[config.mk]
export PLATFORM = sky130hd
export DESIGN_NAME = mem_bus_arbiter
export DESIGN_NICKNAME = d
export VERILOG_FILES = /design/src/rtl/mem_bus_arbiter.sv
export SDC_FILE = /design/constraint.sdc
export NUM_CORES = 1
export LEC_CHECK = 0
export CAP_MARGIN = 20
export CELL_PAD_IN_SITES_DETAIL_PLACEMENT = 0
export CELL_PAD_IN_SITES_GLOBAL_PLACEMENT = 1
export CORE_ASPECT_RATIO = 0.9
export CORE_UTILIZATION = 34
export CTS_BUF_LIST = sky130_fd_sc_hd__clkbuf_8
export DETAILED_ROUTE_END_ITERATION = 12
export GPL_TIMING_DRIVEN = 0
export PLACE_DENSITY = 0.95
export SETUP_SLACK_MARGIN = 0.05
export SYNTH_ARGS = -nofsm -noshare
export SYNTH_HDL_FRONTEND = slang
export SYNTH_SLANG_ARGS = --single-unit
[constraint.sdc]
create_clock -name clk -period 11.5 [get_ports clk]
set_input_delay 1.15 -clock clk [delete_from_list [all_inputs] [get_ports clk]]
set_output_delay 1.15 -clock clk [all_outputs]
set_load 0.01 [all_outputs]
[src/rtl/mem_bus_arbiter.sv]
// mem_bus_arbiter
// Shares one single-port memory bus between instruction fetch (IF) and the
// memory-access stage (MEM). MEM has priority. A starvation counter forces IF
// through after STARVE_LIMIT MEM grants taken while IF was requesting. A
// watchdog ends a transfer that sees no slave ack within TIMEOUT cycles.
//
// Ports
//   clk, rst                     clock (rising edge), async active-high reset
//   if_req_i/if_addr_i           IF read request and address
//   if_ack_o/if_rdata_o          IF completion pulse and read data
//   mem_req_i/mem_we_i/mem_sel_i MEM request, write enable, byte enables
//   mem_addr_i/mem_wdata_i       MEM address and write data
//   mem_ack_o/mem_rdata_o        MEM completion pulse and read data
//   bus_req_o/bus_we_o/bus_sel_o bus cycle active, write enable, byte enables
//   bus_addr_o/bus_wdata_o       bus address and write data
//   bus_ack_i/bus_rdata_i        slave completion pulse and read data
//   err_o                        pulse: watchdog terminated the transfer
//   stallreq_o                   combinational pipeline stall request

module mem_bus_arbiter #(
    parameter int unsigned ADDR_W       = 32,
    parameter int unsigned DATA_W       = 32,
    parameter int unsigned STARVE_LIMIT = 4,
    parameter int unsigned TIMEOUT      = 15
) (
    input  logic              clk,
    input  logic              rst,
    input  logic              if_req_i,
    input  logic [ADDR_W-1:0] if_addr_i,
    output logic              if_ack_o,
    output logic [DATA_W-1:0] if_rdata_o,
    input  logic              mem_req_i,
    input  logic              mem_we_i,
    input  logic [3:0]        mem_sel_i,
    input  logic [ADDR_W-1:0] mem_addr_i,
    input  logic [DATA_W-1:0] mem_wdata_i,
    output logic              mem_ack_o,
    output logic [DATA_W-1:0] mem_rdata_o,
    output logic              bus_req_o,
    output logic              bus_we_o,
    output logic [3:0]        bus_sel_o,
    output logic [ADDR_W-1:0] bus_addr_o,
    output logic [DATA_W-1:0] bus_wdata_o,
    input  logic              bus_ack_i,
    input  logic [DATA_W-1:0] bus_rdata_i,
    output logic              err_o,
    output logic              stallreq_o
);

    localparam int unsigned SW = $clog2(STARVE_LIMIT + 1);
    localparam int unsigned WW = $clog2(TIMEOUT);
    localparam logic [SW-1:0] STARVE_MAX = SW'(STARVE_LIMIT);
    localparam logic [WW-1:0] WD_LAST    = WW'(TIMEOUT - 1);

    typedef enum logic [1:0] {
        IDLE    = 2'd0,
        GNT_IF  = 2'd1,
        GNT_MEM = 2'd2
    } state_t;

    state_t            state_q;
    logic [SW-1:0]     starve_q;
    logic [WW-1:0]     wd_q;
    logic              if_ack_q;
    logic [DATA_W-1:0] if_rdata_q;
    logic              mem_ack_q;
    logic [DATA_W-1:0] mem_rdata_q;
    logic              bus_req_q;
    logic              bus_we_q;
    logic [3:0]        bus_sel_q;
    logic [ADDR_W-1:0] bus_addr_q;
    logic [DATA_W-1:0] bus_wdata_q;
    logic              err_q;

    logic if_vld_c;
    logic mem_vld_c;
    logic starved_c;
    logic pick_mem_c;
    logic pick_if_c;
    logic wd_expired_c;
    logic finish_c;

    // A port acked in the previous cycle is not re-granted at this edge, so a
    // requester that drops req on seeing ack does not get a phantom transfer.
    assign if_vld_c   = if_req_i & ~if_ack_q;
    assign mem_vld_c  = mem_req_i & ~mem_ack_q;
    assign starved_c  = (starve_q >= STARVE_MAX);
    assign pick_mem_c = mem_vld_c & (~if_vld_c | ~starved_c);
    assign pick_if_c  = if_vld_c & ~pick_mem_c;

    // Slave ack on the last watchdog cycle takes precedence over the timeout.
    assign wd_expired_c = (wd_q == WD_LAST);
    assign finish_c     = bus_ack_i | wd_expired_c;

    // Arbitration, bus sequencing, watchdog and starvation tracking.
    always_ff @(posedge clk or posedge rst) begin
        if (rst) begin
            state_q     <= IDLE;
            starve_q    <= '0;
            wd_q        <= '0;
            if_ack_q    <= 1'b0;
            if_rdata_q  <= '0;
            mem_ack_q   <= 1'b0;
            mem_rdata_q <= '0;
            bus_req_q   <= 1'b0;
            bus_we_q    <= 1'b0;
            bus_sel_q   <= 4'h0;
            bus_addr_q  <= '0;
            bus_wdata_q <= '0;
            err_q       <= 1'b0;
        end else begin
            if_ack_q  <= 1'b0;
            mem_ack_q <= 1'b0;
            err_q     <= 1'b0;

            case (state_q)
                IDLE: begin
                    if (pick_mem_c) begin
                        state_q     <= GNT_MEM;
                        wd_q        <= '0;
                        bus_req_q   <= 1'b1;
                        bus_we_q    <= mem_we_i;
                        bus_sel_q   <= mem_sel_i;
                        bus_addr_q  <= mem_addr_i;
                        bus_wdata_q <= mem_wdata_i;
                        // Count MEM wins while IF is waiting, saturating.
                        if (if_req_i && !starved_c) begin
                            starve_q <= starve_q + SW'(1);
                        end
                    end else if (pick_if_c) begin
                        state_q     <= GNT_IF;
                        wd_q        <= '0;
                        bus_req_q   <= 1'b1;
                        bus_we_q    <= 1'b0;
                        bus_sel_q   <= 4'hF;
                        bus_addr_q  <= if_addr_i;
                        bus_wdata_q <= '0;
                        starve_q    <= '0;
                    end
                end

                GNT_IF: begin
                    if (finish_c) begin
                        state_q    <= IDLE;
                        bus_req_q  <= 1'b0;
                        bus_we_q   <= 1'b0;
                        bus_sel_q  <= 4'h0;
                        if_ack_q   <= 1'b1;
                        err_q      <= ~bus_ack_i;
                        if_rdata_q <= bus_ack_i ? bus_rdata_i : '0;
                    end else begin
                        wd_q <= wd_q + WW'(1);
                    end
                end

                GNT_MEM: begin
                    if (finish_c) begin
                        state_q   <= IDLE;
                        bus_req_q <= 1'b0;
                        bus_we_q  <= 1'b0;
                        bus_sel_q <= 4'h0;
                        mem_ack_q <= 1'b1;
                        err_q     <= ~bus_ack_i;
                        // Writes keep the previous read data; aborts return zero.
                        if (!bus_ack_i) begin
                            mem_rdata_q <= '0;
                        end else if (!bus_we_q) begin
                            mem_rdata_q <= bus_rdata_i;
                        end
                    end else begin
                        wd_q <= wd_q + WW'(1);
                    end
                end

                default: begin
                    state_q   <= IDLE;
                    bus_req_q <= 1'b0;
                    bus_we_q  <= 1'b0;
                    bus_sel_q <= 4'h0;
                end
            endcase
        end
    end

    assign if_ack_o    = if_ack_q;
    assign if_rdata_o  = if_rdata_q;
    assign mem_ack_o   = mem_ack_q;
    assign mem_rdata_o = mem_rdata_q;
    assign bus_req_o   = bus_req_q;
    assign bus_we_o    = bus_we_q;
    assign bus_sel_o   = bus_sel_q;
    assign bus_addr_o  = bus_addr_q;
    assign bus_wdata_o = bus_wdata_q;
    assign err_o       = err_q;

    // Stall while any requester is still waiting for its completion pulse.
    assign stallreq_o = (mem_req_i & ~mem_ack_q) | (if_req_i & ~if_ack_q);

endmodule

## Word level (Yosys, flattened, before mapping)

Cells that the tools add are included.

- Latch bits: 0
- Memories: 0
- Bits in registers: 146
- Output and inout port bits: 138
- Memory bits (read-only): 0
- Logic and storage cells: 83
- Input bits: 138
- Bits in writable memories: 0

- Reductions and logical operators: 12
- Magnitude comparators: 1
- Equality and inequality tests: 8
- Divide/modulo/power cells: 0
- $mul: 0
- Shift operators: 0
- Bitwise operators: 13
- Add/sub/neg operators: 2
- Muxes and demuxes: 34

Operators with widths:

| kind | number |
|---|---|
| $mux 32 | 7 |
| $mux 4 | 6 |
| $pmux 4 s2 | 2 |
| $mux 1 | 10 |
| $mux 3 | 3 |
| $reduce_and 3->1 | 3 |
| $mux 2 | 3 |
| $not 1->1 | 6 |
| $reduce_and 2->1 | 3 |
| $add 4x1->4 const B | 1 |
| $and 1x1->1 | 4 |
| $eq 4x4->1 const B | 1 |
| $ne 2x1->1 const B | 2 |
| $ne 2x2->1 const B | 2 |
| $pmux 1 s2 | 2 |
| $pmux 2 s2 | 1 |
| $reduce_bool 2->1 | 2 |
| $add 3x1->3 const B | 1 |
| $ge 3x3->1 const B | 1 |
| $ne 3x3->1 const B | 1 |
| $or 1x1->1 | 3 |
| $eq 2x1->1 const B | 1 |
| $eq 2x2->1 const B | 1 |
| $logic_not 2->1 | 1 |
| 3 further kinds | 3 |

## Longest topological paths before layout

Gate-level depths: netlist of the first run.

- Depth in word-level cells: 10
- Depth in mapped cells: 7
- Mapped depth without buffers: 6

## Least setup slack after synthesis of the first run

OpenSTA, ideal clock, no wires.

- Kind: input port to output port
- Start point: input if_req_i
- End point: output stallreq_o
- Required time: 10.350 ns
- Slack: 8.715 ns
- Path buffers: 1
- Stages on the path: 4
- Arrival time: 1.635 ns
- Path through: nor2b_2 -> buf_6 -> nor2_2 -> inv_1

- Word-level cells in the longest chain between the ends: 2

RTL lines:

| item | RTL line | source |
|---|---|---|
| from (decl) | 28 | `input logic if_req_i,` |
| $and 1x1->1 | 197 | `assign stallreq_o = (mem_req_i & ~mem_ack_q) \| (if_req_i & ~if_ack_q);` |
| $or 1x1->1 | 197 |  |
| to (decl) | 47 | `output logic stallreq_o` |

No other way between the ends.

## Worst setup path after layout of the first run

Same ends and word-level chain as after synthesis.

==> results.md, run 1 <==
Clock network:
- The count of buffers added by post-CTS timing repair for setup is 0.
- The number of hold buffers added after CTS is 0.
- The H-tree was split into 4 levels.
- The source-to-sink clock delay at the later pin of the worst-skew pair is between 0.4 and 0.5 ns.
- The TritonCTS sink count is about 150.
- Clock-pin slew was measured on the worst setup and hold paths at ~0.09 ns.
- Buffers inserted during clock tree synthesis total 17.
- In this run the clock root is driven by a sky130_fd_sc_hd__clkbuf_8.
- Once the clock tree was built, the resizer swapped 0 gates to a different size.
- The deepest clock path buffer count is 2.
- The TritonCTS clock tree is yes.

Cells and area:
- Registers take roughly 0.0037 mm².
- The post-layout net count is 937.
- The number of diodes added for antenna fixing is 0.
- The area taken by multi-input logic gates is a little under 0.002 mm².
- Of the cells placed in the final design, the portion with a size suffix greater than 1 is 0.0931.
- The total of fill cells in the finished design is roughly 1500.
- The area growth from synthesis to layout is 59.3%.

Setup path:
- At the worst endpoint, the arrival time is ~2.7 ns.
- The critical path in this run is classified as input port to output port.
- The category of the worst setup path launch point is an input port.
- The worst setup path is captured at an output port.
- Of all nets on the critical path, the largest fanout is 7.
- The startpoint of the lowest-slack register-to-register path is state_q[0].
- The worst setup path startpoint is if_req_i.
- Data on the critical path is required at its endpoint by around 10 ns.

GRT:
- The routing layer with the top usage in global route is met2.
- The first global-routing pass estimated roughly 28 mm of wire.
- The total congestion overflow after global routing is 0.
- The via count of the first global-routing pass is about 5200.
- In the global route stage, met2 resource usage came out at 0.323.
- The pin count of the biggest net entering global routing is 79.
- For this run, the total global-route usage over all layers was measured as 0.201.
- The global-route track usage on met3 is 0.0630.
- The initial antenna violation count is 0.
- The routing usage on met1 is 0.255.

Timing:
- The number of pins with negative max-slew slack in the final report came to 0.
- The normalized max-slew margin is 0.559.
- The upper clock frequency limit is between 200 and 300 MHz.
- For the pin with the worst max-slew slack, the measured transition is about 0.66 ns.
- Setup violations remaining at the end of the flow were counted as 0.
- Across all hold checks on the routed design, the worst slack comes to approximately 0.50 ns.
- Setup repair after global routing left no endpoint under its margin.
- The count of endpoints failing hold in the final timing report was 0.
- Summed over all failing endpoints, the final setup total negative slack is 0 ns.
- The post-layout minimum cycle time is just under 4 ns.
- Across the routed clock network, the largest skew measured is around 0.021 ns.
- Dividing the final minimum period by the clock period gives 0.337.

Detailed routing:
- The first-pass detailed-route iteration total is 4.
- The total via count after detailed routing is around 5200.
- The detailed-route wire length per cell is about 17 µm.
- For this block, the initial DRC count from the detailed router was ~200.
- The remaining antenna violation count is 0.
- The aggregate routed wire length is about 17 mm.
- Dividing the detail-routed via count by the number of cells gives between 5 and 6.
- After detailed routing, the number of remaining DRC violations is 0.

Logic synthesis:
- The netlist area before placement is 0.00589 mm².
- For this run, the register share of the synthesized area comes to 0.620.
- The average instance area after synthesis is ~12 µm².
- For this run, asynchronously set or reset flops after synthesis account for 1.00.
- sky130_fd_sc_hd__dfrtp_1 takes more of the synthesized area than any other cell.
- Of the post-synthesis cell area, the dominant cell type holds 0.620.
- Yosys mapped a number of flops with a built-in enable equal to 0.
- The most instantiated flip-flop cell in the synthesis netlist is sky130_fd_sc_hd__dfrtp_1.
- After synthesis, the cell types taking the most area are sky130_fd_sc_hd__dfrtp_1 (62%), sky130_fd_sc_hd__a22o_1 (15%), sky130_fd_sc_hd__a21oi_1 (5.8%).
- After technology mapping, the gate count stands at 498.
- The total nets after synthesis is ~640.
- The count of cell types in the netlist is 45.
- The Yosys step of the flow raised 0 warnings.
- The flip-flop and latch count after synthesis is between 100 and 150.

Die:
- The standard cell core area is about 0.017 mm².
- For this configuration, the core starts out at a cell density of 0.349.
- The floorplan step set the die height to 127 µm.
- After floorplanning, the core was divided into 45 placement rows.
- The top-level port count is between 200 and 300.
- The die is roughly 140 µm wide.
- The die covers roughly 0.018 mm².

Place:
- The number of buffers added on ports is 275.
- The weighted congestion at the end of routability-driven global placement is between 0.8 and 0.9.
- After legalization and detailed placement, the total HPWL measured between 10 and 15 mm.

Power and ir drop:
- The cell area power density is between 200 and 300 mW/mm².
- The analysis attributes to cell leakage a power of roughly 0.0041 µW.
- The worst ir drop on vdd is around 0.13 mV.

Flow run:
- The number of maximum-capacitance constraint violations is 0.

Worst hold path:
- In this run the worst hold path is classified as flop to flop.
- The startpoint identified for the worst hold timing path is bus_sel_o[3].

Status:
- The run finished with clean final reports.
==> sequential cells by signal, indices dropped and copies added, names as in the netlist, 2 cells and up <==
| signal | flops |
|---|---|
| mem_rdata_o | 32 |
| starve_q | 3 |
| if_rdata_o | 32 |
| bus_addr_o | 32 |
| wd_q | 4 |
| bus_wdata_o | 32 |
| state_q | 2 |
| bus_sel_o | 4 |
==> layout by cell type, fill, tap and decap left out, types with 2 or more instances in the layout <==
| cell type | netlist | routed |
|---|---|---|
| sky130_fd_sc_hd__nor3_1 | 2 | 2 |
| sky130_fd_sc_hd__clkbuf_1 | 6 | 6 |
| sky130_fd_sc_hd__nand2_1 | 40 | 40 |
| sky130_fd_sc_hd__clkbuf_8 | 0 | 17 |
| sky130_fd_sc_hd__a31oi_1 | 3 | 3 |
| sky130_fd_sc_hd__o311ai_1 | 2 | 2 |
| sky130_fd_sc_hd__nand2b_1 | 2 | 2 |
| sky130_fd_sc_hd__clkdlybuf4s50_1 | 0 | 275 |
| sky130_fd_sc_hd__inv_6 | 0 | 2 |
| sky130_fd_sc_hd__buf_2 | 18 | 18 |
| sky130_fd_sc_hd__clkinv_8 | 0 | 6 |
| sky130_fd_sc_hd__clkinv_4 | 0 | 2 |
| sky130_fd_sc_hd__buf_4 | 8 | 8 |
| sky130_fd_sc_hd__nor2_1 | 39 | 39 |
| sky130_fd_sc_hd__inv_1 | 8 | 7 |
| sky130_fd_sc_hd__nand3_1 | 6 | 6 |
| sky130_fd_sc_hd__o21ai_2 | 2 | 2 |
| sky130_fd_sc_hd__o2bb2ai_1 | 5 | 5 |
| sky130_fd_sc_hd__and2_1 | 4 | 4 |
| sky130_fd_sc_hd__or2b_1 | 2 | 2 |
| sky130_fd_sc_hd__inv_8 | 0 | 5 |
| sky130_fd_sc_hd__a21oi_1 | 68 | 68 |
| sky130_fd_sc_hd__buf_6 | 5 | 5 |
| sky130_fd_sc_hd__ha_1 | 6 | 6 |
| sky130_fd_sc_hd__a22o_1 | 98 | 98 |
| sky130_fd_sc_hd__o21ai_0 | 3 | 3 |
| sky130_fd_sc_hd__nor2b_1 | 2 | 2 |
| sky130_fd_sc_hd__dfrtp_1 | 146 | 146 |
==> cells by family (layout without fill, tap and decap cells) <==
group / Yosys count / after routing / synth area share
buf+inv: 46 / 354 / 0.0446
compound gates: 191 / 191 / 0.238
simple gates: 108 / 108 / 0.0830
fa+ha+maj: 6 / 6 / 0.0127
mux: 1 / 1 / 0.00170
flops: 146 / 146 / 0.620
==> final timing paths <==
| path | to | slack, ns | cells after the start |
|---|---|---|---|
| max in group asynchronous | if_rdata_o[16] | 9.53 | 3 |
| max reg2reg | bus_addr_o[17] | 9.48 | 7 |
| min | bus_sel_o[3] | 0.50 | 1 |
| max | stallreq_o | 7.63 | 6 |
| min in group asynchronous | mem_rdata_o[1] | 1.15 | 2 |
| min reg2reg | bus_sel_o[3] | 0.50 | 1 |
==> metrics by stage <==
step	setup WS, ns	utilization	power, µW	std cells	area, µm²
after floorplan	6.43	-	1440	498	5890
after global placement	4.32	0.528	2080	984	8910
after detailed placement	7.62	0.529	2100	985	8940
after CTS	7.62	0.556	2550	1017	9390
after global routing	7.52	0.556	2680	1017	9390
final	7.63	0.556	2520	1017	9390
==> routing by layer <==
| metal | vias up | routed length [µm] |
|---|---|---|
| li1 | 2413 | - |
| met1 | 2505 | 7580 |
| met2 | 218 | 8170 |
| met3 | 24 | 1370 |
| met4 | 0 | 301 |
| met5 | - | 0 |
==> where the power goes <==
part	leakage [µW]	total (µW)	internal [µW]	switching, µW
clock	0.000221	434	190	245
sequential	0.00181	890	751	139
combinational	0.00208	1200	670	526
==> Yosys cell counts (2+ instances only) <==
| master | number |
|---|---|
| sky130_fd_sc_hd__buf_6 | 5 |
| sky130_fd_sc_hd__nand2_1 | 40 |
| sky130_fd_sc_hd__nor3_1 | 2 |
| sky130_fd_sc_hd__a31oi_1 | 3 |
| sky130_fd_sc_hd__a21oi_1 | 68 |
| sky130_fd_sc_hd__clkbuf_1 | 6 |
| sky130_fd_sc_hd__buf_2 | 18 |
| sky130_fd_sc_hd__a22o_1 | 98 |
| sky130_fd_sc_hd__nor2_1 | 39 |
| sky130_fd_sc_hd__inv_1 | 8 |
| sky130_fd_sc_hd__or2b_1 | 2 |
| sky130_fd_sc_hd__ha_1 | 6 |
| sky130_fd_sc_hd__buf_4 | 8 |
| sky130_fd_sc_hd__nand3_1 | 6 |
| sky130_fd_sc_hd__and2_1 | 4 |
| sky130_fd_sc_hd__nor2b_1 | 2 |
| sky130_fd_sc_hd__dfrtp_1 | 146 |
| sky130_fd_sc_hd__o21ai_0 | 3 |
| sky130_fd_sc_hd__o2bb2ai_1 | 5 |
| sky130_fd_sc_hd__o311ai_1 | 2 |
| sky130_fd_sc_hd__o21ai_2 | 2 |
| sky130_fd_sc_hd__nand2b_1 | 2 |
==> worst max-delay path, stage by stage <==
cell and delay [ns]:
sky130_fd_sc_hd__clkdlybuf4s50_1 0.52, sky130_fd_sc_hd__nor2b_2 0.18, sky130_fd_sc_hd__buf_6 0.14, sky130_fd_sc_hd__nor2_2 0.06, sky130_fd_sc_hd__inv_1 0.10, sky130_fd_sc_hd__clkdlybuf4s50_1 0.57
==> cell type report <==
cell class	count	area share
multi-input combinational	306	0.211
inverter	9	0.00413
buffer	37	0.0244
timing repair buffer	276	0.296
tap	211	0.0281
sequential	146	0.389
clock buffer	17	0.0249
clock inverter	15	0.0224
No activity file was read; power rests on OpenSTA's default activity.
==> inputs of run 2 (changes only) <==
- CORE_UTILIZATION: 34 -> 32
- PLACE_DENSITY: 0.95 -> 0.92
- clock period: 11.5 -> 3.8 ns (I/O delays scaled with it)
==> run 2 against run 1 <==
Net effect: clock power grew to 3.1 times the previous value; critical path depth stayed put; combinational power grew to 3.0 times the previous value; utilization is 2.6 points lower; sequential power grew to 3.0 times the previous value; largest cell class unchanged; largest power group unchanged.
==> results.md, run 2 (same netlist as run 1, synthesis figures left out) <==
Status:
- The flow ran to the end, and the final reports show no timing, DRC or antenna violations.

Detailed routing:
- The starting DRC count in detailed routing was 226 (+14%).
- The first-pass detailed-route iteration total is 4 (unchanged).
- The remaining antenna violation count came to 0 (unchanged).
- The detailed-route wire length per cell came to 17.2 µm (+0.26%).
- The detailed-route vias per instance is 4.85 (-4.5%).
- The total via count after detailed routing is 5080 (-1.6%).
- The number of DRC violations after detailed routing is 0 (unchanged).
- The aggregate routed wire length is 18.0 mm (+3.3%).

Die:
- The width of the die is 145 µm (+3.0%).
- The top-level port count is 276 (unchanged).
- The total number of placement rows is 46 (+2.2%).
- The standard cell core area is 0.0178 mm² (+5.6%).
- The die boundary height was 131 µm (+3.0%).
- The area of the die is 0.0190 mm² (+6.2%).
- The initial standard-cell utilization of the core is 0.330 (-0.0186).

Timing:
- The number of pins with negative max-slew slack in the final report was 0 (unchanged).
- The worst clock skew is 0.0165 ns (-0.00428 ns).
- The normalized max-slew margin is 0.451 (-0.108).
- The number of failing setup endpoints in the final timing report is 0 (unchanged).
- Setup repair after global routing left no endpoint under its margin.
- The worst slack on hold paths is 0.433 ns (-0.0662 ns).
- The count of endpoints failing hold in the final timing report was 0 (unchanged).
- Derived from the worst setup path, the maximum achievable clock frequency is approximately 430 MHz.
- The total negative slack for setup checks is 0 ns (unchanged).
- The post-layout minimum cycle time is 2.30 ns.
- The transition at the pin with the smallest max-transition slack is 0.821 ns (+0.160 ns).
- The post-route clock period utilization is 0.606.

GRT:
- The global-route usage over all layers is 0.190 (-0.0112).
- The pin count of the biggest net entering global routing is 41 (-48%).
- The wire length of the first global-routing pass is 28.0 mm (+0.20%).
- The via count of the first global-routing pass came to 5190 (-0.31%).
- The total congestion overflow after global routing is 0 (unchanged).
- The initial antenna violation count was 0 (unchanged).

Power and ir drop:
- The sequential fraction of design power is 0.352 (about the same).
- The internal cell power came to 4990 µW (+210%).
- The part of the power in the clock network is 0.177 (+0.005).
- The worst ir drop on vdd came to 0.393 mV (+190%).
- The static leakage power is 0.00413 µW (+0.40%).
- The cell area power density is 813 mW/mm² (+200%).
- The share of total power consumed by net switching is 0.350 (-0.0109).
- The combinational cell fraction of total power is 0.471 (-0.004).
- The net switching power of the design came to 2690 µW (+200%).

Place:
- The HPWL after detailed placement is 13.1 mm (+5.1%).
- The number of cells in the design after placement came to 1016 (+3.1%).
- The weighted congestion at the end of routability-driven global placement is 0.869 (+5.6%).
- The number of buffers added on ports is 275 (unchanged).

Cells and area:
- The proportion of layout cells with a drive suffix above 1 is 0.0953 (+0.00224).
- The number of diodes added for antenna fixing is 0 (unchanged).
- The count of placed standard cells in the final layout, fillers left out is 1048 (+3.0%).
- The post-layout utilization of the core is 0.530 (-0.0260).
- The area taken by multi-input logic gates is 0.00198 mm² (unchanged).
- Compared with the post-synthesis result, the final layout area differs by 60.4%.
- The most frequent standard cell in the layout excluding fill and tap cells is sky130_fd_sc_hd__clkdlybuf4s50_1.
- The sequential cell area in the final layout came to 0.00365 mm² (unchanged).
- The post-layout net count is 939 (+0.21%).
- The total of fill cells in the finished design is 1605 (+8.4%).
- Leaving out fill and tap cells, the most frequent cells in the layout are sky130_fd_sc_hd__clkdlybuf4s50_1 (275), sky130_fd_sc_hd__dfrtp_1 (146), sky130_fd_sc_hd__a22o_1 (98), sky130_fd_sc_hd__a21oi_1 (68), sky130_fd_sc_hd__nand2_1 (40).

Setup path:
- The startpoint of the lowest-slack register-to-register path is state_q[0].
- The cell that appears most often on the critical path is sky130_fd_sc_hd__clkdlybuf4s50_1.
- The delay of the slowest critical-path stage is 0.57 ns (about the same).
- STA classifies the critical path endpoint as an output port.
- The logic depth of the worst register-to-register path is 7 (unchanged).
- The register-to-register path setup slack came to 1.78 ns (-7.70 ns).
- The largest fanout on the critical path is 7 (unchanged).
- The slowest stage of the critical path belongs to the cell sky130_fd_sc_hd__clkdlybuf4s50_1.
- The cell family contributing the most delay on the critical path is buffers and inverters.
- The data required time at the worst endpoint came to 3.42 ns (-6.93 ns).
- The buffers plus inverters on the worst setup path is 4 (unchanged).
- The critical path goes through clkdlybuf4s50_1 -> nor2b_2 -> buf_6 -> nor2_2 -> inv_1 -> clkdlybuf4s50_1.
- The critical path class is input port to output port.
- The data arrival time of the critical path came to 1.92 ns (-0.80 ns).
- The endpoint identified for the worst register-to-register timing path is bus_addr_o[2].
- The category of the worst setup path launch point is an input port.

Clock network:
- The deepest clock path buffer count is 2 (unchanged).
- The post-CTS clock slew at the launch and capture registers of the worst setup and hold paths came to 0.09 ns (about the same).
- The TritonCTS buffer count was 17 (unchanged).
- The source-to-sink clock delay at the later pin of the worst-skew pair was 0.45 ns (about the same).
- CTS placed an instance of sky130_fd_sc_hd__clkbuf_8 at the clock tree root.
- The count of buffers added by post-CTS timing repair for setup is 0 (unchanged).
- TritonCTS built the clock tree.
- The quantity of gates resized following cts is 0 (unchanged).
- The number of hold buffers added after CTS is 0 (unchanged).
- The TritonCTS sink count is 146 (unchanged).
- The number of H-tree branching levels is 4 (unchanged).

Flow run:
- The number of maximum-capacitance constraint violations came to 0 (unchanged).

Worst hold path:
- In this run the worst hold path is classified as input port to async pin.
## run 2: cell types whose count changed in the layout (fill, tap and decap cells not counted)
cell | before | now
sky130_fd_sc_hd__buf_16 | 1 | 0
sky130_fd_sc_hd__buf_12 | 0 | 3
sky130_fd_sc_hd__inv_6 | 2 | 6
sky130_fd_sc_hd__clkinv_8 | 6 | 0
sky130_fd_sc_hd__clkinvlp_4 | 0 | 1
sky130_fd_sc_hd__clkinv_4 | 2 | 1
sky130_fd_sc_hd__bufinv_16 | 1 | 3
## run 2: area by class of cell
cell class,instances,area share
plain buffers,37,0.0242
clock buffers,17,0.0248
clock inverters,15,0.0220
inverters,9,0.00397
multi-input cells,306,0.209
flip-flops and latches,146,0.386
well taps,240,0.0318
repair buffers,278,0.298
## run 2: metrics by stage
| stage | power, µW | setup slack (ns) | instance area [µm²] |
|---|---|---|---|
| after floorplan | 4370 | 1.59 | 5900 |
| after global routing | 8170 | 1.42 | 9450 |
| after global placement | 6310 | 0.240 | 8950 |
| final | 7680 | 1.50 | 9450 |
| after CTS | 7790 | 1.47 | 9450 |
| after detailed placement | 6370 | 1.48 | 9010 |
## run 2: metal layers
metal	track usage	vias up	share of wire
met5	0	-	0
met3	0.0663	6	0.088
li1	-	2409	-
met2	0.317	211	0.47
met4	0.0483	0	0.0057
met1	0.236	2454	0.44
## run 2: worst max path at each step
stage,cells past startpoint,start,to
detailed placement,6,if_req_i,stallreq_o
floorplan,1,rst,bus_addr_o[0]
global placement,2,rst,bus_addr_o[19]
CTS,4,mem_ack_o,stallreq_o
global route,6,if_req_i,stallreq_o
finish,6,if_req_i,stallreq_o
## run 2: power groups by stage
stage	clock [µW]	sequential, µW	combinational [µW]
floorplan	0	2990	1380
detailed placement	0	2700	3670
finish	1360	2700	3620
CTS	1410	2700	3670
global route	1470	2790	3910
global placement	0	2700	3600
